### src/rtl/line_print_sequencer_if.sv
`timescale 1ns/1ps
`default_nettype none
// +------------------------------------------------------------------------+
// | Interface : line_print_sequencer_if                                    |
// | Purpose   : Bundles the control, pointer-table, char-memory and byte   |
// |             stream signals of the line print sequencer.                |
// |   master  : sequencer side (drives busy/done/ptr_addr/mem_*/tx_data/   |
// |             tx_valid, receives start/line_sel/ptr_data/mem_dout/       |
// |             tx_ready).                                                 |
// |   slave   : environment side (mirror directions).                      |
// | Revision  : 1.0 - initial release                                      |
// +------------------------------------------------------------------------+
interface line_print_sequencer_if #(
  parameter int ADDR_W = 10,
  parameter int LINE_W = 8
);
  logic                  start;
  logic [LINE_W-1:0]     line_sel;
  logic                  busy;
  logic                  done;
  logic [LINE_W-1:0]     ptr_addr;
  logic [2*ADDR_W-1:0]   ptr_data;
  logic                  mem_rd;
  logic [ADDR_W-1:0]     mem_addr;
  logic [15:0]           mem_dout;
  logic [7:0]            tx_data;
  logic                  tx_valid;
  logic                  tx_ready;

  modport master (
    input  start, line_sel, ptr_data, mem_dout, tx_ready,
    output busy, done, ptr_addr, mem_rd, mem_addr, tx_data, tx_valid
  );

  modport slave (
    output start, line_sel, ptr_data, mem_dout, tx_ready,
    input  busy, done, ptr_addr, mem_rd, mem_addr, tx_data, tx_valid
  );
endinterface
`default_nettype wire

### src/rtl/line_print_sequencer.sv
`timescale 1ns/1ps
`default_nettype none
// +------------------------------------------------------------------------+
// | Module    : line_print_sequencer                                       |
// | Purpose   : Prints one transform line as a byte stream: looks up the   |
// |             line's {len,start} pointer entry, walks the char memory    |
// |             once for the lhs bytes and once for the rhs bytes, and     |
// |             emits lhs, SEP_CHAR, rhs, CR, LF on a valid/ready port.    |
// | Ports     : clk   - clock, rising edge                                 |
// |             rst_n - synchronous reset, active low                      |
// |             bus   - line_print_sequencer_if.master (start/line_sel,    |
// |                     busy/done, pointer table, char memory, tx stream)  |
// | Revision  : 1.0 - initial release                                      |
// +------------------------------------------------------------------------+
module line_print_sequencer #(
  parameter int         ADDR_W   = 10,
  parameter int         LINE_W   = 8,
  parameter logic [7:0] SEP_CHAR = 8'h3D
) (
  input  logic                   clk,
  input  logic                   rst_n,
  line_print_sequencer_if.master bus
);

  typedef enum logic [3:0] {
    S_IDLE = 4'd0,
    S_PTR  = 4'd1,
    S_PTRW = 4'd2,
    S_RD   = 4'd3,
    S_CAP  = 4'd4,
    S_EMIT = 4'd5,
    S_SEP  = 4'd6,
    S_CR   = 4'd7,
    S_LF   = 4'd8,
    S_FIN  = 4'd9
  } state_t;

  state_t              state_q,    state_d;
  logic [LINE_W-1:0]   ptr_addr_q, ptr_addr_d;
  logic [ADDR_W-1:0]   base_q,     base_d;
  logic [ADDR_W-1:0]   len_q,      len_d;
  logic [ADDR_W:0]     idx_q,      idx_d;    // one bit wider so idx+1 can reach 1024
  logic                pass_q,     pass_d;   // 0 = lhs (high byte), 1 = rhs (low byte)
  logic [7:0]          byte_q,     byte_d;

  logic                hs;
  logic [ADDR_W:0]     idx_inc;
  logic [ADDR_W-1:0]   len_field;

  assign hs        = bus.tx_valid & bus.tx_ready;
  assign idx_inc   = idx_q + {{ADDR_W{1'b0}}, 1'b1};
  assign len_field = bus.ptr_data[2*ADDR_W-1:ADDR_W];

  // Outputs are decoded from the current state so that mem_rd and tx_valid
  // are asserted exactly in their owning states.
  always_comb begin
    bus.busy     = (state_q != S_IDLE) && (state_q != S_FIN);
    bus.done     = (state_q == S_FIN);
    bus.ptr_addr = ptr_addr_q;
    bus.mem_rd   = (state_q == S_RD);
    // Address arithmetic wraps naturally at ADDR_W bits.
    bus.mem_addr = (state_q == S_RD) ? (base_q + idx_q[ADDR_W-1:0]) : '0;
    bus.tx_valid = (state_q == S_EMIT) || (state_q == S_SEP) ||
                   (state_q == S_CR)   || (state_q == S_LF);
    unique case (state_q)
      S_SEP:   bus.tx_data = SEP_CHAR;
      S_CR:    bus.tx_data = 8'h0D;
      S_LF:    bus.tx_data = 8'h0A;
      default: bus.tx_data = byte_q;
    endcase
  end

  always_comb begin
    state_d    = state_q;
    ptr_addr_d = ptr_addr_q;
    base_d     = base_q;
    len_d      = len_q;
    idx_d      = idx_q;
    pass_d     = pass_q;
    byte_d     = byte_q;

    unique case (state_q)
      S_IDLE: begin
        if (bus.start) begin
          ptr_addr_d = bus.line_sel;
          state_d    = S_PTR;
        end
      end
      S_PTR: state_d = S_PTRW;
      S_PTRW: begin
        base_d  = bus.ptr_data[ADDR_W-1:0];
        len_d   = len_field;
        idx_d   = '0;
        pass_d  = 1'b0;
        state_d = (len_field == '0) ? S_SEP : S_RD;
      end
      S_RD:  state_d = S_CAP;
      S_CAP: begin
        byte_d  = pass_q ? bus.mem_dout[7:0] : bus.mem_dout[15:8];
        state_d = S_EMIT;
      end
      S_EMIT: begin
        if (hs) begin
          idx_d = idx_inc;
          if (idx_inc < {1'b0, len_q}) begin
            state_d = S_RD;
          end else if (!pass_q) begin
            state_d = S_SEP;
          end else begin
            state_d = S_CR;
          end
        end
      end
      S_SEP: begin
        if (hs) begin
          idx_d   = '0;
          pass_d  = 1'b1;
          state_d = (len_q == '0) ? S_CR : S_RD;
        end
      end
      S_CR:    if (hs) state_d = S_LF;
      S_LF:    if (hs) state_d = S_FIN;
      S_FIN:   state_d = S_IDLE;
      default: state_d = S_IDLE;
    endcase
  end

  always_ff @(posedge clk) begin
    if (!rst_n) begin
      state_q    <= S_IDLE;
      ptr_addr_q <= '0;
      base_q     <= '0;
      len_q      <= '0;
      idx_q      <= '0;
      pass_q     <= 1'b0;
      byte_q     <= '0;
    end else begin
      state_q    <= state_d;
      ptr_addr_q <= ptr_addr_d;
      base_q     <= base_d;
      len_q      <= len_d;
      idx_q      <= idx_d;
      pass_q     <= pass_d;
      byte_q     <= byte_d;
    end
  end

endmodule
`default_nettype wire
### src/flat_wrapper.sv
// flat-port wrapper written by rule: the top's interface ports become plain ports
module line_print_sequencer_flat 
#(
  parameter int         ADDR_W   = 10,
  parameter int         LINE_W   = 8,
  parameter logic [7:0] SEP_CHAR = 8'h3D
)
  (clk, rst_n, bus_start, bus_line_sel, bus_ptr_data, bus_mem_dout, bus_tx_ready, bus_busy, bus_done, bus_ptr_addr, bus_mem_rd, bus_mem_addr, bus_tx_data, bus_tx_valid);
  line_print_sequencer_if #(.ADDR_W(ADDR_W), .LINE_W(LINE_W)) bus_i ();
  input  logic clk;
  input  logic rst_n;
  input wire logic [$bits(bus_i.start)-1:0] bus_start;
  input wire logic [$bits(bus_i.line_sel)-1:0] bus_line_sel;
  input wire logic [$bits(bus_i.ptr_data)-1:0] bus_ptr_data;
  input wire logic [$bits(bus_i.mem_dout)-1:0] bus_mem_dout;
  input wire logic [$bits(bus_i.tx_ready)-1:0] bus_tx_ready;
  output wire logic [$bits(bus_i.busy)-1:0] bus_busy;
  output wire logic [$bits(bus_i.done)-1:0] bus_done;
  output wire logic [$bits(bus_i.ptr_addr)-1:0] bus_ptr_addr;
  output wire logic [$bits(bus_i.mem_rd)-1:0] bus_mem_rd;
  output wire logic [$bits(bus_i.mem_addr)-1:0] bus_mem_addr;
  output wire logic [$bits(bus_i.tx_data)-1:0] bus_tx_data;
  output wire logic [$bits(bus_i.tx_valid)-1:0] bus_tx_valid;
  assign bus_i.start = bus_start;
  assign bus_i.line_sel = bus_line_sel;
  assign bus_i.ptr_data = bus_ptr_data;
  assign bus_i.mem_dout = bus_mem_dout;
  assign bus_i.tx_ready = bus_tx_ready;
  assign bus_busy = bus_i.busy;
  assign bus_done = bus_i.done;
  assign bus_ptr_addr = bus_i.ptr_addr;
  assign bus_mem_rd = bus_i.mem_rd;
  assign bus_mem_addr = bus_i.mem_addr;
  assign bus_tx_data = bus_i.tx_data;
  assign bus_tx_valid = bus_i.tx_valid;
  line_print_sequencer #(.ADDR_W(ADDR_W), .LINE_W(LINE_W), .SEP_CHAR(SEP_CHAR)) u_core (.clk(clk), .rst_n(rst_n), .bus(bus_i));
endmodule
### config.mk
export PLATFORM = sky130hd
export DESIGN_NAME = line_print_sequencer_flat
export DESIGN_NICKNAME = d
export VERILOG_FILES = /design/src/rtl/line_print_sequencer_if.sv /design/src/rtl/line_print_sequencer.sv /design/src/flat_wrapper.sv
export SDC_FILE = /design/constraint.sdc
export NUM_CORES = 1
export LEC_CHECK = 0
export ABC_AREA = 1
export CORE_MARGIN = 1.5
export CORE_UTILIZATION = 53
export DETAILED_ROUTE_END_ITERATION = 8
export GPL_ROUTABILITY_DRIVEN = 0
export PLACE_DENSITY = 0.89
export SYNTH_ARGS = -nofsm -noshare
export SYNTH_HDL_FRONTEND = slang
export SYNTH_SLANG_ARGS = --single-unit
### constraint.sdc
create_clock -name clk -period 6.7 [get_ports clk]
set_clock_uncertainty 0.2 [all_clocks]
set_input_delay 1.005 -clock clk [delete_from_list [all_inputs] [get_ports clk]]
set_output_delay 1.005 -clock clk [all_outputs]
set_load 0.005 [all_outputs]
**Yosys cells after proc, flatten, opt, wreduce, memory -nomap -nowiden**

Cells that the tools add are included.

- Logic and storage cells: 58
- Bits of input ports: 48
- Output and inout port bits: 30
- Bits in registers: 52

- Mux-type cells: 18
- Bitwise logic cells: 1
- Reductions and logical operators: 14
- $lt $le $gt $ge: 1
- $add $sub $neg: 2
- Equality and inequality tests: 15

Operator list:

| cell | number |
|---|---|
| case mux 4 bit (9 select lines) | 1 |
| case mux 11 bit (3 select lines) | 1 |
| two-way mux 4 bit | 6 |
| case mux 8 bit (3 select lines) | 1 |
| two-way mux 11 bit | 2 |
| logical NOT 10 bit | 2 |
| == test 4 x 3 -> 1 bit (second input constant) | 4 |
| adder 11 x 1 -> 11 bit (second input constant) | 1 |
| less-than comparator 11 x 10 -> 1 bit | 1 |
| adder 10 bit | 1 |
| two-way mux 10 bit | 1 |
| == test 4 x 2 -> 1 bit (second input constant) | 2 |
| == test 4 bit (second input constant) | 2 |
| two-way mux 8 bit | 1 |
| inequality test 2 x 1 -> 1 bit (second input constant) | 4 |
| two-way mux 3 bit | 2 |
| AND reduction 5 bit | 1 |
| == test 4 x 1 -> 1 bit (second input constant) | 1 |
| logical NOT 4 bit | 1 |
| inequality test 4 bit (second input constant) | 1 |
| AND reduction 2 bit | 2 |
| nonzero test 4 bit | 1 |
| logical OR 1 bit | 3 |
| AND reduction 3 bit | 1 |
| other kinds (7) | 8 |

**Logic depth before layout (Yosys ltp)**

- Depth in word-level cells: 7
- Depth in mapped cells: 16
- Depth with buffers taken out: 16

**Worst setup path before layout**

Ideal clock, no wire load.

- Kind: reg2out
- Start point: register u_core.idx_q[0]
- End point: output bus_mem_addr[6]
- Stages on the path, launching flop included: 12
- Buffers on the path: 0
- Arrival time: 1.724 ns
- Data required time: 5.495 ns
- Path slack: 3.771 ns
- Cells stage by stage: dfxtp_1 > ha_1 > fa_1 > nand2_1 > nand2_1 > a21oi_1 > inv_1 > nand2_1 > nand2_1 > a21oi_1 > o21ai_0 > a21oi_1

- Cells in the longest elaborated chain, start to end: 2

RTL lines:

| what | RTL line | RTL |
|---|---|---|
| start, declared | line_print_sequencer.sv:42 | `logic [ADDR_W:0] idx_q, idx_d;` |
| start signal, assigned | line_print_sequencer.sv:142 | `idx_q <= idx_d;` |
| adder 10 bit | line_print_sequencer.sv:62 | `bus.mem_addr = (state_q == S_RD) ? (base_q + idx_q[ADDR_W-1:0]) : '0;` |
| two-way mux 10 bit | line_print_sequencer.sv:62 |  |
| end, declared | flat_wrapper.sv:21 | `output wire logic [$bits(bus_i.mem_addr)-1:0] bus_mem_addr;` |

No other way between the ends.

**Worst setup path in the final report**

Same ends and word-level chain as after synthesis.

==> results.md <==
* Outcome: finished clean
* Pwr/cell area at 297 mW/mm^2
* Number of CTS-inserted buffers at 5
* Number of clock sinks seen by CTS at 52
* Vias after detailed routing at 3204
* Number of nets in the final layout at 580
* Type of element capturing the critical path: primary output
* Max_slew headroom at 38.2%
* Count of filler cells inserted in the layout at 459
* Detailed-route vias per instance at 5.48
* Chip width at 78.1 microns
* Worst hold path type: flop to flop
* Average wire length per cell after detail routing at 13.2 microns
* Detailed router's first-iteration violation count at 216
* Fraction of layout instances using a drive strength above 1 at 4.68%
* Pin count of the biggest net entering global routing at 32
* Post-layout instance count excluding filler cells at 585
* IO Pins at 78
* Number of warnings printed during yosys synthesis at 0
* Data arrival time of the worst path at 2.77 ns
* Cell depth of the worst min-delay path at 2
* Max Buffers Root-to-Sink at 2
* Cell variety after synth at 33
* Count of placed standard cells including taps at 577
* Worst r2r path cells at 15
* Num rows at 27
* Synthesized area at 0.00299 sq mm
* Worst Setup Slack post-DPL at 3.15 ns
* Count of buffers from port buffering at 77
* Clock edge transition at the registers on the reported setup and hold paths at 0.10 ns
* Total gr overflow at 0
* Post-CTS resize count at 0
* Post-Route WL at 7.71 mm
* Die H at 78.1 microns
* Highest clock frequency the design can meet at 0.251 GHz
* Cells after synthesis at 441
* Final hold violation count at 0
* Total core area at 0.00547 sq mm
* Initial core utilization at 54.7%
* TritonCTS clock tree: built
* Final hold slack at 0.267 ns
* Max-slew violations at 0
* Count of maximum capacitance violations at 0
* Primary flip-flop cell chosen by synthesis mapping: dfxtp_1
* Clock Tree Root: clkbuf_8
* Synthesized flop and latch total at 52
* Terminating pin of the worst hold path: u_core.bus.ptr_addr[3]
* Post-layout minimum cycle time at 3.98 ns
* First-pass GRT wire length at 13.0 mm
* Async SR Flop Fraction at 0%
* Fraction of the yosys area taken by sequential cells at 34.8%
* Number of DRC violations after detailed routing at 0
* Number of levels in the clock H-tree at 2
* Crit path required time at 5.49 ns
* Pre-Repair DR Iteration Count at 5
* Number of buffers added for setup after CTS at 0
* Total die area at 0.00610 sq mm
* Clk Latency, worst-skew pair at 0.31 ns
* Worst setup slack for register-to-register paths at 3.94 ns
* Final critical-path share of the clock period at 59.4%
* Net Count, Synth at 509
* Worst IR drop on VDD at 0.000208 V
* Maximum fanout encountered on the critical timing path at 6
* Slew of the pin with the lowest slew margin at 0.925 ns
* Worst Path Class, Setup: flop to primary output
* Final Setup Violations at 0
* Setup repair after global routing missed its margin: false
* Launch point of the worst reg-to-reg path: u_core.idx_q[1]
* Global-route usage over all layers at 26.3%
* Number of global-route vias before repair at 3007
* Diode count at 0
* Detailed placer's ending HPWL at 5.58 mm
* Total power draw at 1.17 mW
* Syn Area/Cell at 6.78 sq um
* Final sum of negative setup slack at 0 ns
* Startpoint types: flop
* Final ANT Viol Nets at 0
* Start point of the worst min-delay path: u_core.bus.ptr_addr[3]
* Leakage power at 1.70 nW
* # hold bufs at CTS at 0
* Capture point of the worst reg-to-reg path: u_core.state_q[0]
* Number of enable-type register cells in the synthesized netlist at 0
* Antenna violations before repair at 0
* Post-route setup slack at 2.72 ns
* Syn-to-layout area delta at 32.1%
-- where the power goes --
part,total (mW),internal [mW],switching (mW),leakage (nW)
clock network,0.297,0.187,0.110,0.0784
registers,0.423,0.375,0.0481,0.423
logic,0.453,0.188,0.264,1.19
total,1.17,0.750,0.422,1.70
-- worst max-delay path by stage --
stage	start	to	slack (ns)	depth (start not counted)
2_1_floorplan	u_core.idx_q[0]	bus_mem_addr[6]	3.77	11
3_3_place_gp	u_core.idx_q[0]	bus_mem_addr[6]	3.20	12
3_5_place_dp	u_core.idx_q[0]	bus_mem_addr[6]	3.15	12
4_1_cts	u_core.idx_q[0]	bus_mem_addr[6]	2.77	12
5_1_grt	u_core.idx_q[0]	bus_mem_addr[6]	2.49	12
6_report	u_core.idx_q[0]	bus_mem_addr[6]	2.72	12
-- layout by cell type (no fill, tap or decap), drive strengths merged --
cell / Yosys / layout
nand2: 102 / 102
clkdlybuf4s50: 0 / 77
nor2: 59 / 59
dfxtp: 52 / 52
a21oi: 49 / 49
inv: 46 / 46
o21ai: 37 / 37
nand3: 19 / 19
ha: 19 / 19
xor2: 8 / 8
a31oi: 8 / 8
nor3: 7 / 7
nand4: 6 / 6
clkbuf: 9 / 5
xnor2: 4 / 4
bufinv: 0 / 3
a21o: 2 / 2
a211oi: 2 / 2
o31a: 1 / 1
or2: 1 / 1
o21a: 1 / 1
clkinv: 1 / 1
nand3b: 1 / 1
and3: 1 / 1
a22oi: 1 / 1
fa: 1 / 1
-- layout make-up --
class	count	area (sq um)	area share [%]
clock buffers	5	68.8	1.74
repair buffers	77	771	19.5
inverters	47	176	4.46
flip-flops and latches	52	1040	26.3
clock inverters	3	90.1	2.28
multi-input cells	329	1720	43.4
well taps	72	90.1	2.28
-- state kept, by name, summed over array words and instances (netlist names) --
signal               cells
u_core.len_q            10
u_core.base_q           10
u_core.idx_q            11
u_core.bus.ptr_addr      8
u_core.pass_q            1
u_core.byte_q            8
u_core.state_q           4
-- synthesized netlist by cell type (2+ instances only) --
| cell type | number | area share (%) |
|---|---|---|
| a211oi_1 | 2 | 0.50 |
| a21o_1 | 2 | 0.50 |
| a21oi_1 | 49 | 8.2 |
| a31oi_1 | 8 | 1.7 |
| buf_2 | 2 | 0.33 |
| clkbuf_1 | 9 | 1.1 |
| dfxtp_1 | 52 | 35 |
| ha_1 | 19 | 7.9 |
| inv_1 | 36 | 4.5 |
| inv_2 | 10 | 1.3 |
| nand2_1 | 101 | 13 |
| nand3_1 | 19 | 3.2 |
| nand4_1 | 6 | 1.3 |
| nor2_1 | 55 | 6.9 |
| nor2_2 | 2 | 0.42 |
| nor2_4 | 2 | 0.75 |
| nor3_1 | 7 | 1.2 |
| o21ai_0 | 32 | 5.4 |
| o21ai_1 | 4 | 0.67 |
| xnor2_1 | 4 | 1.2 |
| xor2_1 | 8 | 2.3 |
-- worst max-delay path: stages, from the launching register on --
cell,delay [ns]
dfxtp_1,0.37
ha_1,0.28
fa_1,0.43
nand2_1,0.10
nand2_1,0.06
a21oi_1,0.13
inv_1,0.09
nand2_1,0.06
nand2_1,0.06
a21oi_1,0.16
o21ai_0,0.09
a21oi_1,0.13
clkdlybuf4s50_1,0.51
-- layer usage --
| metal | global-route usage [%] | wire (microns) | vias to the layer above |
|---|---|---|---|
| met2 | 45.8 | 3720 | 135 |
| met5 | 0 | 0 | - |
| met1 | 31.9 | 3290 | 1448 |
| li1 | - | - | 1593 |
| met4 | 10.7 | 233 | 0 |
| met3 | 4.65 | 471 | 28 |
-- through the flow --
stage / cell area (sq um) / utilization, %
3_5_place_dp: 3790 / 69.3
3_3_place_gp: 3790 / 69.3
4_1_cts: 3950 / 72.2
5_1_grt: 3950 / 72.2
2_1_floorplan: 2990 / -
6_report: 3950 / 72.2
-- logic make-up after synthesis --
logic type               after synthesis  synth area share [%]
XOR/XNOR                              12                  3.51
AND/OR/NAND/NOR                      196                  27.2
adder cells (fa/ha/maj)               20                  8.62
buffers and inverters                 60                  7.86
AO/OA/AOI/OAI                        101                  18.0
flip-flops                            52                  34.8
Power figures use the tool's default switching activity.
